===== src/rtl/pkt_pkg.sv =====
// Shared types for the 13-bit packet link.
// Flit layout, flit type and message status encodings.
package pkt_pkg;

    localparam int PKT_W = 13;

    typedef enum logic [1:0] {
        DATA = 2'b00,
        CTRL = 2'b01,
        NOP  = 2'b10,
        RSVD = 2'b11
    } pkt_type_e;

    typedef enum logic [1:0] {
        OK       = 2'b00,
        LEN_ERR  = 2'b01,
        TYPE_ERR = 2'b10
    } ack_status_e;

    typedef struct packed {
        logic [1:0] dst_addr;
        pkt_type_e  pack_t;
        logic [7:0] payload;
        logic       eop;
    } pkt_t;

endpackage


===== src/rtl/pkt_rx_fifo.sv =====
// First-word-fall-through payload FIFO.
// Extra pointer MSB separates full from empty.
module pkt_rx_fifo #(
    parameter int WIDTH = 8,
    parameter int DEPTH = 8
) (
    input  logic             clk,
    input  logic             reset,
    input  logic             wr_en,
    input  logic [WIDTH-1:0] wr_data,
    input  logic             rd_en,
    output logic [WIDTH-1:0] rd_data,
    output logic             rd_valid,
    output logic             full
);
    localparam int AW = $clog2(DEPTH);

    logic [WIDTH-1:0] mem [DEPTH];
    logic [AW:0]      wptr;
    logic [AW:0]      rptr;
    logic             empty;
    logic             push;
    logic             pop;

    assign empty = (wptr == rptr);
    assign full = (wptr[AW] != rptr[AW]) &&
                  (wptr[AW-1:0] == rptr[AW-1:0]);
    assign push = wr_en && !full;
    assign pop = rd_en && !empty;
    assign rd_valid = !empty;
    assign rd_data = empty ? '0 : mem[rptr[AW-1:0]];

    // Advance pointers on accepted writes and reads.
    always_ff @(posedge clk or negedge reset) begin
        if (!reset) begin
            wptr <= '0;
            rptr <= '0;
        end else begin
            if (push) wptr <= wptr + 1'b1;
            if (pop) rptr <= rptr + 1'b1;
        end
    end

    // Storage array; contents need no reset.
    always_ff @(posedge clk) begin
        if (push) mem[wptr[AW-1:0]] <= wr_data;
    end

endmodule


===== src/rtl/pkt_dst_receiver.sv =====
// Destination endpoint for the 13-bit packet link.
// Filters by address, reassembles messages, buffers DATA payloads.
module pkt_dst_receiver
    import pkt_pkg::*;
#(
    parameter logic [1:0] MY_ADDR = 2'b00,
    parameter int         DEPTH   = 8,
    parameter int         MAX_LEN = 16
) (
    input  logic             clk,
    input  logic             reset,
    input  logic [PKT_W-1:0] packet,
    input  logic             dst_valid,
    output logic             dst_ready,
    input  logic             rd_en,
    output logic [7:0]       rd_data,
    output logic             rd_valid,
    output logic             ack,
    output logic [1:0]       ack_status,
    output logic [4:0]       msg_len,
    output logic [7:0]       drop_cnt
);
    typedef enum logic [1:0] {IDLE, RECV, DROP, ACK} rx_state_e;

    localparam logic [4:0] LEN_MAX = 5'(MAX_LEN);

    rx_state_e   state;
    ack_status_e status;
    ack_status_e flit_err;
    ack_status_e fin_status;
    logic [4:0]  len;
    logic [4:0]  fin_len;
    logic        ready_en;
    logic        fifo_full;
    logic        collect;
    logic        xfer;
    logic        hit;
    logic        live;
    logic        is_data;
    logic        push;
    logic        fin;
    pkt_t        flit;

    assign flit = pkt_t'(packet);
    assign collect = (state == IDLE) || (state == RECV);
    assign dst_ready = ready_en && (state != ACK) &&
                       (!fifo_full || state == DROP);
    assign xfer = dst_valid && dst_ready;
    assign hit = xfer && (flit.dst_addr == MY_ADDR);
    assign live = hit && (flit.pack_t != NOP);
    assign is_data = (flit.pack_t == DATA);
    assign push = live && collect && is_data && (len != LEN_MAX);
    assign fin = live && flit.eop && (state != ACK);
    assign fin_status = (state == DROP) ? status : flit_err;
    assign fin_len = len + 5'(push);

    // Error carried by the current flit while still collecting.
    always_comb begin
        flit_err = OK;
        if (flit.pack_t == RSVD) begin
            flit_err = TYPE_ERR;
        end else if (is_data && len == LEN_MAX) begin
            flit_err = LEN_ERR;
        end
    end

    // Message reassembly FSM with registered ack outputs.
    always_ff @(posedge clk or negedge reset) begin
        if (!reset) begin
            state      <= IDLE;
            status     <= OK;
            len        <= '0;
            ready_en   <= 1'b0;
            ack        <= 1'b0;
            ack_status <= '0;
            msg_len    <= '0;
        end else begin
            ready_en   <= 1'b1;
            ack        <= 1'b0;
            ack_status <= '0;
            msg_len    <= '0;
            if (fin) begin
                state      <= ACK;
                ack        <= 1'b1;
                ack_status <= fin_status;
                msg_len    <= fin_len;
                len        <= '0;
                status     <= OK;
            end else begin
                unique case (state)
                    IDLE, RECV: begin
                        if (live) begin
                            if (flit_err != OK) begin
                                state  <= DROP;
                                status <= flit_err;
                            end else begin
                                state <= RECV;
                                len   <= fin_len;
                            end
                        end
                    end
                    DROP: state <= DROP;
                    ACK: state <= IDLE;
                    default: state <= IDLE;
                endcase
            end
        end
    end

    // Count wrong-address flits, holding at the top value.
    always_ff @(posedge clk or negedge reset) begin
        if (!reset) begin
            drop_cnt <= '0;
        end else if (xfer && flit.dst_addr != MY_ADDR &&
                     drop_cnt != 8'hFF) begin
            drop_cnt <= drop_cnt + 8'd1;
        end
    end

    pkt_rx_fifo #(
        .WIDTH(8),
        .DEPTH(DEPTH)
    ) u_fifo (
        .clk     (clk),
        .reset   (reset),
        .wr_en   (push),
        .wr_data (flit.payload),
        .rd_en   (rd_en),
        .rd_data (rd_data),
        .rd_valid(rd_valid),
        .full    (fifo_full)
    );

endmodule


===== config.mk =====
export PLATFORM = sky130hd
export DESIGN_NAME = pkt_dst_receiver
export DESIGN_NICKNAME = d
export VERILOG_FILES = /design/src/rtl/pkt_pkg.sv /design/src/rtl/pkt_rx_fifo.sv /design/src/rtl/pkt_dst_receiver.sv
export SDC_FILE = /design/constraint.sdc
export NUM_CORES = 1
export LEC_CHECK = 0
export ABC_AREA = 1
export CAP_MARGIN = 20
export CORE_UTILIZATION = 50
export CTS_BUF_LIST = sky130_fd_sc_hd__clkbuf_16
export DETAILED_ROUTE_END_ITERATION = 8
export GPL_TIMING_DRIVEN = 1
export PLACE_DENSITY = 0.76
export RECOVER_POWER = 25
export SLEW_MARGIN = 5
export SYNTH_ARGS = -nofsm -noshare
export SYNTH_HDL_FRONTEND = slang
export SYNTH_SLANG_ARGS = --single-unit
export TNS_END_PERCENT = 30

===== constraint.sdc =====
create_clock -name clk -period 2.2 [get_ports clk]
set_input_delay 0.22 -clock clk [delete_from_list [all_inputs] [get_ports clk]]
set_output_delay 0.22 -clock clk [all_outputs]
set_load 0.02 [all_outputs]

==> results of run 1 <==
[what timing repair did]
| action | CTS | global route |
|---|---|---|
| pin swaps | 1 | 5 |
| endpoints found under the hold margin | 0 | 0 |
| endpoints found under the setup margin | 10 | 13 |
| resized for setup | 20 | 27 |
| buffers inserted | 1 | 4 |
[flip-flops by register name, summed over array words and instances (netlist names)]
register,count
u_fifo.wptr,4
u_fifo.rptr,4
ready_en,1
status,2
ack_status,2
u_fifo.mem,64
msg_len,5
state,2
drop_cnt,8
ack,1
len,5
[report_power, final]
part           leakage (nW)  internal, mW  switching (mW)
clock                 0.131         0.762           0.659
combinational          1.06         0.899            1.36
sequential             1.02          2.08           0.148
[placed cells by master (no fill, tap or decap), types with 2 or more instances in the layout]
cell type         n
nor2_1           70
edfxtp_1         64
nand2_1          60
o21ai_0          44
buf_4            41
dfrtp_1          31
clkdlybuf4s50_1  27
inv_1            25
o22ai_1          16
nand4_1          10
clkbuf_16         9
nand3_1           8
xnor2_1           7
xor2_1            7
dlygate4sd3_1     5
nand2_2           4
clkbuf_2          4
nor2_4            3
a21oi_1           3
ha_1              3
dfrtp_2           3
inv_2             2
inv_4             2
nand4_4           2
nand2_4           2
o21ai_1           2
clkinvlp_4        2
dlygate4sd2_1     2
buf_2             2
[routing by layer]
metal | vias to the layer above | GRT usage (%)
li1 | 1519 | -
met1 | 1488 | 26.8
met2 | 80 | 40.6
met3 | 15 | 4.35
met4 | 0 | 10.9
met5 | - | 0
[tightest hold or removal path: stages (launching register included)]
cell and delay, ps:
dfrtp_1 340, nand2_1 50, nand2_1 50
[final timing paths]
path / start / end / slack (ps) / cells past startpoint
worst max-delay path: u_fifo.rptr[0] / rd_data[3] / -8 / 9
worst min-delay path: status[0] / status[0] / 470 / 2
worst max register to register: u_fifo.rptr[0] / len[4] / 90 / 14
worst min register to register: status[0] / status[0] / 470 / 2
max in group asynchronous: reset / u_fifo.rptr[1] / 1100 / 2
min in group asynchronous: reset / drop_cnt[1] / 510 / 2
[kinds of logic (layout without fill, tap and decap cells)]
family	after synthesis	count (layout)	share of synthesized area, %
AND/OR/NAND/NOR	167	167	18.3
flip-flops	98	98	64.2
AO/OA/AOI/OAI	69	69	9.04
buffers and inverters	41	128	3.80
XOR/XNOR	15	15	3.04
adder cells (fa/ha/maj)	5	5	1.45
other	1	1	0.0869
[synthesized netlist by cell type (2+ instances only)]
master,n,share of area (%)
dfrtp_1,34,20
ha_1,5,1.4
nor2_2,2,0.29
nor2_1,70,6.1
buf_4,2,0.35
inv_1,24,2.1
edfxtp_1,64,45
nor2_4,2,0.52
nand3_1,9,1.0
a21oi_1,3,0.35
xor2_1,8,1.6
o22ai_1,16,2.3
nand4_1,10,1.4
nand4_4,2,0.99
inv_2,4,0.35
clkbuf_1,9,0.78
nand2_1,63,5.5
nand2_4,2,0.52
o21ai_0,45,5.2
xnor2_1,7,1.4
[cell type report]
class                   count  area, um^2
flip-flops and latches     98        2780
well taps                 105         131
clock inverters             7        45.0
clock buffers               9         225
repair buffers             84         717
fillers                   644        2870
inverters                  28         110
multi-input cells         257        1420
==> run_results.csv, run 1 <==
group,metric,value,unit
layout,diodes,0,
power_and_ir_drop,peakVddDrop,0.505,mV
worst_setup_path,end_kind,"output port",
route,drc,0,
power_and_ir_drop,total_power,5.91,mW
layout,post-route-util,65.4,%
yosys,seq_area_frac_synth,64.2,%
worst_setup_path,critPathMaxFanout,5,
yosys,syn_area,0.00432,mm^2
placement,placed_area,0.00510,mm^2
grt,antenna_found_initial,0,
clock_tree,cts.sinks,98,
clock_tree,clk_latency,340,ps
yosys,syn_inst,396,
worst_hold_path,hp-class,"reg2reg",
worst_setup_path,path_delay_family,"buffers and inverters",
power_and_ir_drop,power_density,1090,mW/mm^2
route,m1WireLength,4.04,mm
route,wl_per_cell,16.2,um
grt,grt_overflow_total,0,
layout,fin_nets,500,
timing,rsz0062_at_grt,"true",
timing,slew_headroom,43.6,%
timing,tns,-8.43,ps
yosys,ys_ff_latch,98,
timing,setup_viol_count_final,1,
placement,place_congestion,0.803,
route,wirelength,9.54,mm
status,status,"complete, but fails checks",
placement,placedCellCount,567,
worst_setup_path,cp.required,1980,ps
clock_tree,cts_tree,"done",
grt,grt_usage,22.9,%
worst_setup_path,critPathMaxStageDelay,450,ps
layout,area_growth,25.7,%
grt,grt_first_pass_wirelength,15.0,mm
worst_setup_path,crit_arrival,1990,ps
grt,grt_max_degree,35,
clock_tree,holdBufCountCts,0,
clock_tree,clk_pin_slew,60,ps
yosys,synthFlopType,"edfxtp_1",
floorplan,row_count,33,
worst_setup_path,critPathLaunchType,"flip-flop",
route,drtIter0Drc,183,
floorplan,ioPinCount,43,
clock_tree,htreeDepth,3,
route,vias_per_cell,5.28,
placement,port-buffer-count,42,
timing,skew,8.44,ps
status,violations,"negative setup slack",
clock_tree,cts_root_buf,"clkbuf_16",
yosys,synth-warning-count,0,
yosys,synth.distinct_cells,35,
yosys,syn_avg_cell_area,10.9,um^2
floorplan,start_util,52.0,%
clock_tree,cts_buffers,9,
yosys,syn-num-nets,418,
power_and_ir_drop,p_leak,2.21,nW
route,ant_nets,0,
job,cap_violations,0,
floorplan,die_w,94.9,um
placement,place_ws,-14.3,ps
route,wl_met2,4.93,mm
placement,dpl.hpwl,6.49,mm
floorplan,die_y,94.9,um
route,firstDrtPassIters,4,
timing,period_minus_slack,2210,ps
yosys,synth_edf_count,64,
layout,drive_gt1_share,19.5,%
floorplan,core_area,0.00830,mm^2
timing,setup_ws,-8.43,ps
worst_setup_path,cp_slowest_cell,"dfrtp_2",
timing,period_share,100,%
timing,tightest_slew,846,ps
worst_setup_path,worstSetupPathType,"reg2out",
floorplan,dieArea,0.00901,mm^2
route,vias,3102,
worst_setup_path,crit_buf_inv,3,
timing,timing_hold_violations_final,0,
timing,hold_slack,475,ps
layout,final_area,0.00543,mm^2
route,wl_met3,387,um
route,routed.top_layer,"met4",
timing,maxSlewViolCount,0,
yosys,async_reset_ff_share,34.7,%
clock_tree,cts.path.max_buffers,2,
worst_setup_path,worstPathCellList,"buf_12 > nand2_1 > nand2_2 > nor2_4 > nand3b_1 > buf_6 > o21ai_0 > nor2_1 > clkdlybuf4s15_1",
grt,first_global_vias,3116,
layout,final_cells,588,
timing,clock.fmax,0.453,GHz
No activity file was read; power rests on OpenSTA's default activity.
==> run 2: changes to the inputs <==
- CAP_MARGIN: 20 -> not set
- SLEW_MARGIN: 5 -> not set
==> results of run 2 <==
No change in the layout: final DEF, timing and power equal those of run 1.
==> variant 1, RTL diff (settings of run 2) <==
The 4 states of `rx_state_e` get a one-hot encoding in 4 bits.
--- a/src/rtl/pkt_dst_receiver.sv
+++ b/src/rtl/pkt_dst_receiver.sv
@@ -22,3 +22,3 @@
 );
-    typedef enum logic [1:0] {IDLE, RECV, DROP, ACK} rx_state_e;
+    typedef enum logic [3:0] {IDLE = 4'b0001, RECV = 4'b0010, DROP = 4'b0100, ACK = 4'b1000} rx_state_e;
 
Check against the original RTL: no difference found for any inputs over 4 cycles, from zero or initial values and one cycle with reset low; so few cycles prove little.
==> variant 1 against run 2 <==
Total power is 1.9% higher; critical endpoint is now len[4]; via count is 5.8% higher; design area is 1.9% higher; synthesized area is 3.1% higher; largest cell class unchanged; clock skew is 0.00083 ns lower; routed wire length is 2.2% higher; sequential cell count is 2 higher; critical path type is now reg2reg; setup slack better by 0.058 ns.
==> variant 1: results (changes against run 2) <==
Finish
  • Fillers: 681 (+5.7%)
  • Antenna diodes: 0 (unchanged)
  • Layout cell share with drive strength beyond 1: 16.9% (-2.6 points)
  • Largest register FFs: 64 (unchanged)
  • Fin nets: 521 (+4.2%)

Synth
  • Commonest cells in the netlist: 74 x nor2_1, 64 x edfxtp_1, 60 x nand2_1
  • Synth Area in Compound Gates: 8.63% (-0.42 points)
  • Largest cells by area after synthesis: edfxtp_1 43%, dfrtp_1 20%, nor2_1 6.2%, o21ai_0 5.4%, nand2_1 5.1%
  • Register area share after synthesis: 63.4% (-0.80 points)
  • Synth warn: 0 (unchanged)
  • Post-synth ARST share: 36.0% (+1.3 points)
  • Synth Area in XOR/XNOR: 2.56% (-0.49 points)
  • Post-synthesis mux area share: 0% (unchanged)
  • EDFF count, synth: 64 (unchanged)
  • Yosys cell types: 36 (+2.9%)
  • Total nets after synthesis: 442 (+5.7%)
  • Post-Synth Adder-Cell Area: 1.41% (-0.044 points)

Pwr
  • Peak supply drop: 648 uV (+28%)
  • Sw frac: 36.9% (+0.22 points)
  • Static Leak: 2.29 nW (+3.7%)

Global route
  • First-pass GRT wire length: 15500 um (+3.0%)
  • Initial antenna violation count: 0 (unchanged)
  • Vias in the first global route: 3180 (+2.1%)
  • Largest net degree at the start of global routing: 37 (+5.7%)
  • Gr usage total: 22.5% (-0.42 points)

STA
  • Clock Skews: 0.00761 ns (-0.000828 ns)
  • Slew Viols, Final: 0 (unchanged)
  • Worst-margin pin slew: 0.808 ns (-0.0374 ns)

Min path
  • Worst Hold Class: in2async

Placed design
  • Buffers on Ports: 42 (unchanged)
  • DPL Wire Length: 6540 um (+0.77%)
  • Post-DP Area: 0.00520 mm2 (+1.9%)
  • Routability Congestion: 0.861 (+7.3%)

Critical path
  • FF-to-FF path depth: 13 (-1)
  • R2r setup slk: 0.05 ns (-0.04 ns)
  • Crit Path Max Fanout: 3 (-2)
  • CP startpoint: state[0]
  • CP max stage cell: dfstp_2
  • CP peak stage delay: 0.58 ns (+0.13 ns)
  • Critical Path AT: 2.38 ns (+0.39 ns)
  • Critical Path Sink: len[4]
  • Delay-heaviest family, CP: simple AND/OR/NAND/NOR gates

Detailed routing
  • Drt first-iter violations: 185 (+1.1%)
  • Total routed wirelength: 9760 um (+2.2%)
  • Via count of the routed design: 3283 (+5.8%)
  • Drt pass-1 iters: 4 (unchanged)

Clock tree
  • Clk root buf: clkbuf_16
  • CTS Buf Count: 9 (unchanged)
  • Clk slew on worst S/H paths: 0.07 ns
  • Clock Latency Late Sink: 0.34 ns (about the same)
  • H-Tree Depth: 3 (unchanged)
  • Deepest clock path buffer count: 2 (unchanged)

Status
  • Run status: completed

Run
  • Max-Cap Viols: 0 (unchanged)
==> variant 1: cell types whose count changed after synthesis, moves of 3 or more <==
cell,run 2,this run
o21ai_1,1,5
nor2_4,2,5
inv_1,24,30
nor2_1,70,74
nand2_1,63,60
buf_6,0,4
xnor2_1,7,3
o21ai_0,45,48
nand3_1,9,14
==> variant 1: through the flow <==
| stage | hold WS, ns | setup slack [ns] | utilization [%] | instances |
|---|---|---|---|---|
| 6_report | 0.513 | 0.0495 | 63.7 | 612 |
| 5_1_grt | 0.527 | -0.0867 | 63.7 | 612 |
| 4_1_cts | 0.517 | 0.0501 | 63.2 | 609 |
| 3_5_place_dp | 0.358 | -0.0244 | 59.9 | 592 |
| 3_3_place_gp | 0.349 | 0.0419 | 59.9 | 592 |
| 2_1_floorplan | -0.0756 | 0.142 | - | 420 |
==> variant 1: power groups by stage <==
stage	Clock, mW	Combinational [mW]	Sequential [mW]
floorplan	0	1.37	2.32
global placement	0	2.26	2.29
detailed placement	0	2.31	2.30
CTS	1.52	2.23	2.27
global route	1.59	2.49	2.28
finish	1.50	2.25	2.27
==> variant 1: timing repair <==
item | 4_1_cts | 5_1_grt
resized for setup | 12 | 13
endpoints found under the hold margin | 29 | 0
hold buffers | 1 | 0
endpoints found under the setup margin | 10 | 20
buffers inserted | 0 | 3
==> variant 1: layer usage <==
metal,global-route usage (%),up-vias,wire length [um]
met4,7.23,0,103
met2,37.5,98,4790
met5,0,-,0
met1,30.5,1591,4250
met3,3.32,8,606
li1,-,1586,-
==> variant 1: layout make-up <==
type | instances | share of cell area [%]
Timing Repair Buffer | 82 | 13.0
Clock inverter | 7 | 1.06
Multi-Input combinational cell | 269 | 25.7
Sequential cell | 100 | 51.1
Inverter | 37 | 2.60
Clock buffer | 9 | 4.07
Tap cell | 108 | 2.44
==> variant 2, RTL diff (settings of run 2) <==
Without the edit above. `MAX_LEN`: 16 -> 8.
--- a/src/rtl/pkt_dst_receiver.sv
+++ b/src/rtl/pkt_dst_receiver.sv
@@ -7,3 +7,3 @@
     parameter int         DEPTH   = 8,
-    parameter int         MAX_LEN = 16
+    parameter int         MAX_LEN = 8
 ) (
Function: no difference found for any inputs over 4 cycles, from zero or initial values and one cycle with reset low; that may be too few to reach the edited logic, so the function may still have changed.
==> variant 2 against run 2 <==
The flow still finishes with violations (negative setup slack); routed wire length is 4.4% lower; die area up 0.12%; via count decreased by 0.23%; synthesized area grew 0.12%; first-iteration DRC count is 38% higher; setup slack worse by 0.018 ns; sequential cell count did not move; design area decreased by 0.71%; total power grew 0.25%; largest cell class unchanged.
==> variant 2: results (changes against run 2) <==
Status
  • Run status: finished, violations left
  • Failing checks: negative setup slack

STA
  • Final WS setup: -0.0269 ns (-0.0185 ns)
  • Final Setup Violations: 1 (unchanged)

Synth
  • Yosys cell types: 32 (-8.6%)
  • Largest cells by area after synthesis: edfxtp_1 44%, dfrtp_1 20%, nor2_1 6.0%, nand2_1 5.4%, o21ai_0 4.7%

Finish
  • Data buffer area share: 12.0% (-1.2 points)
  • Multi-input gate area: 0.00142 mm2 (-0.18%)
  • Fillers: 620 (-3.7%)
  • Final std cell area, no fill: 0.00539 mm2 (-0.71%)
  • Multi-input combinational gate total: 258 (+0.39%)
  • Layout cell share with drive strength beyond 1: 17.7% (-1.8 points)
  • ClkCell Share: 5.48% (+0.50 points)

Detailed routing
  • Post-Route M1 WL: 3750 um (-7.1%)
  • Vias per cell: 5.34 (+1.2%)
  • Drt first-iter violations: 252 (+38%)
  • Routed wl met2: 4600 um (-6.6%)

Global route
  • Met2 Resource Use GR: 38.4% (-2.2 points)
  • Gr usage total: 22.7% (-0.29 points)
  • GR Util met1: 29.0% (+2.2 points)
  • Vias in the first global route: 3025 (-2.9%)

Placed design
  • Placed cell count: 563 (-0.71%)
  • Dpl ws: -0.135 ns (-0.121 ns)

Clock tree
  • Postcts setup bufs: 0 (-1)

Pwr
  • Static Leak: 2.23 nW (+0.67%)

Floorplanning
  • Die ar.: 0.00902 mm2 (+0.12%)
==> variant 2: cell types whose count changed in the layout (fill, tap and decap cells not counted), sizes merged, moves of 3 or more <==
cell,change
buf,-16
clkbuf,+3
inv,+5
nor2,+3
==> variant 2: final timing paths <==
check / endpoint / slack (ns) / depth (start not counted)
max in group asynchronous: u_fifo.wptr[1] / 1.12 / 2
worst max register to register: len[4] / 0.09 / 14
min in group asynchronous: drop_cnt[0] / 0.50 / 2
worst min-delay path: status[0] / 0.48 / 2
worst max-delay path: rd_data[0] / -0.03 / 5
worst min register to register: status[0] / 0.48 / 2
==> variant 2: where the power goes <==
part	internal (mW)	switching, mW
Clock	0.803	0.732
Combinational	0.808	1.36
Sequential	2.08	0.146
Total	3.69	2.24
==> variant 2: logic make-up after synthesis <==
kind of cell | synth area share, %
buffers and inverters | 4.20
AOI/OAI and AO/OA | 8.86
and+or+nand+nor | 18.2
adders and majority gates | 1.45
xor gates and xnor gates | 3.04
other | 0.0868
DFF | 64.2
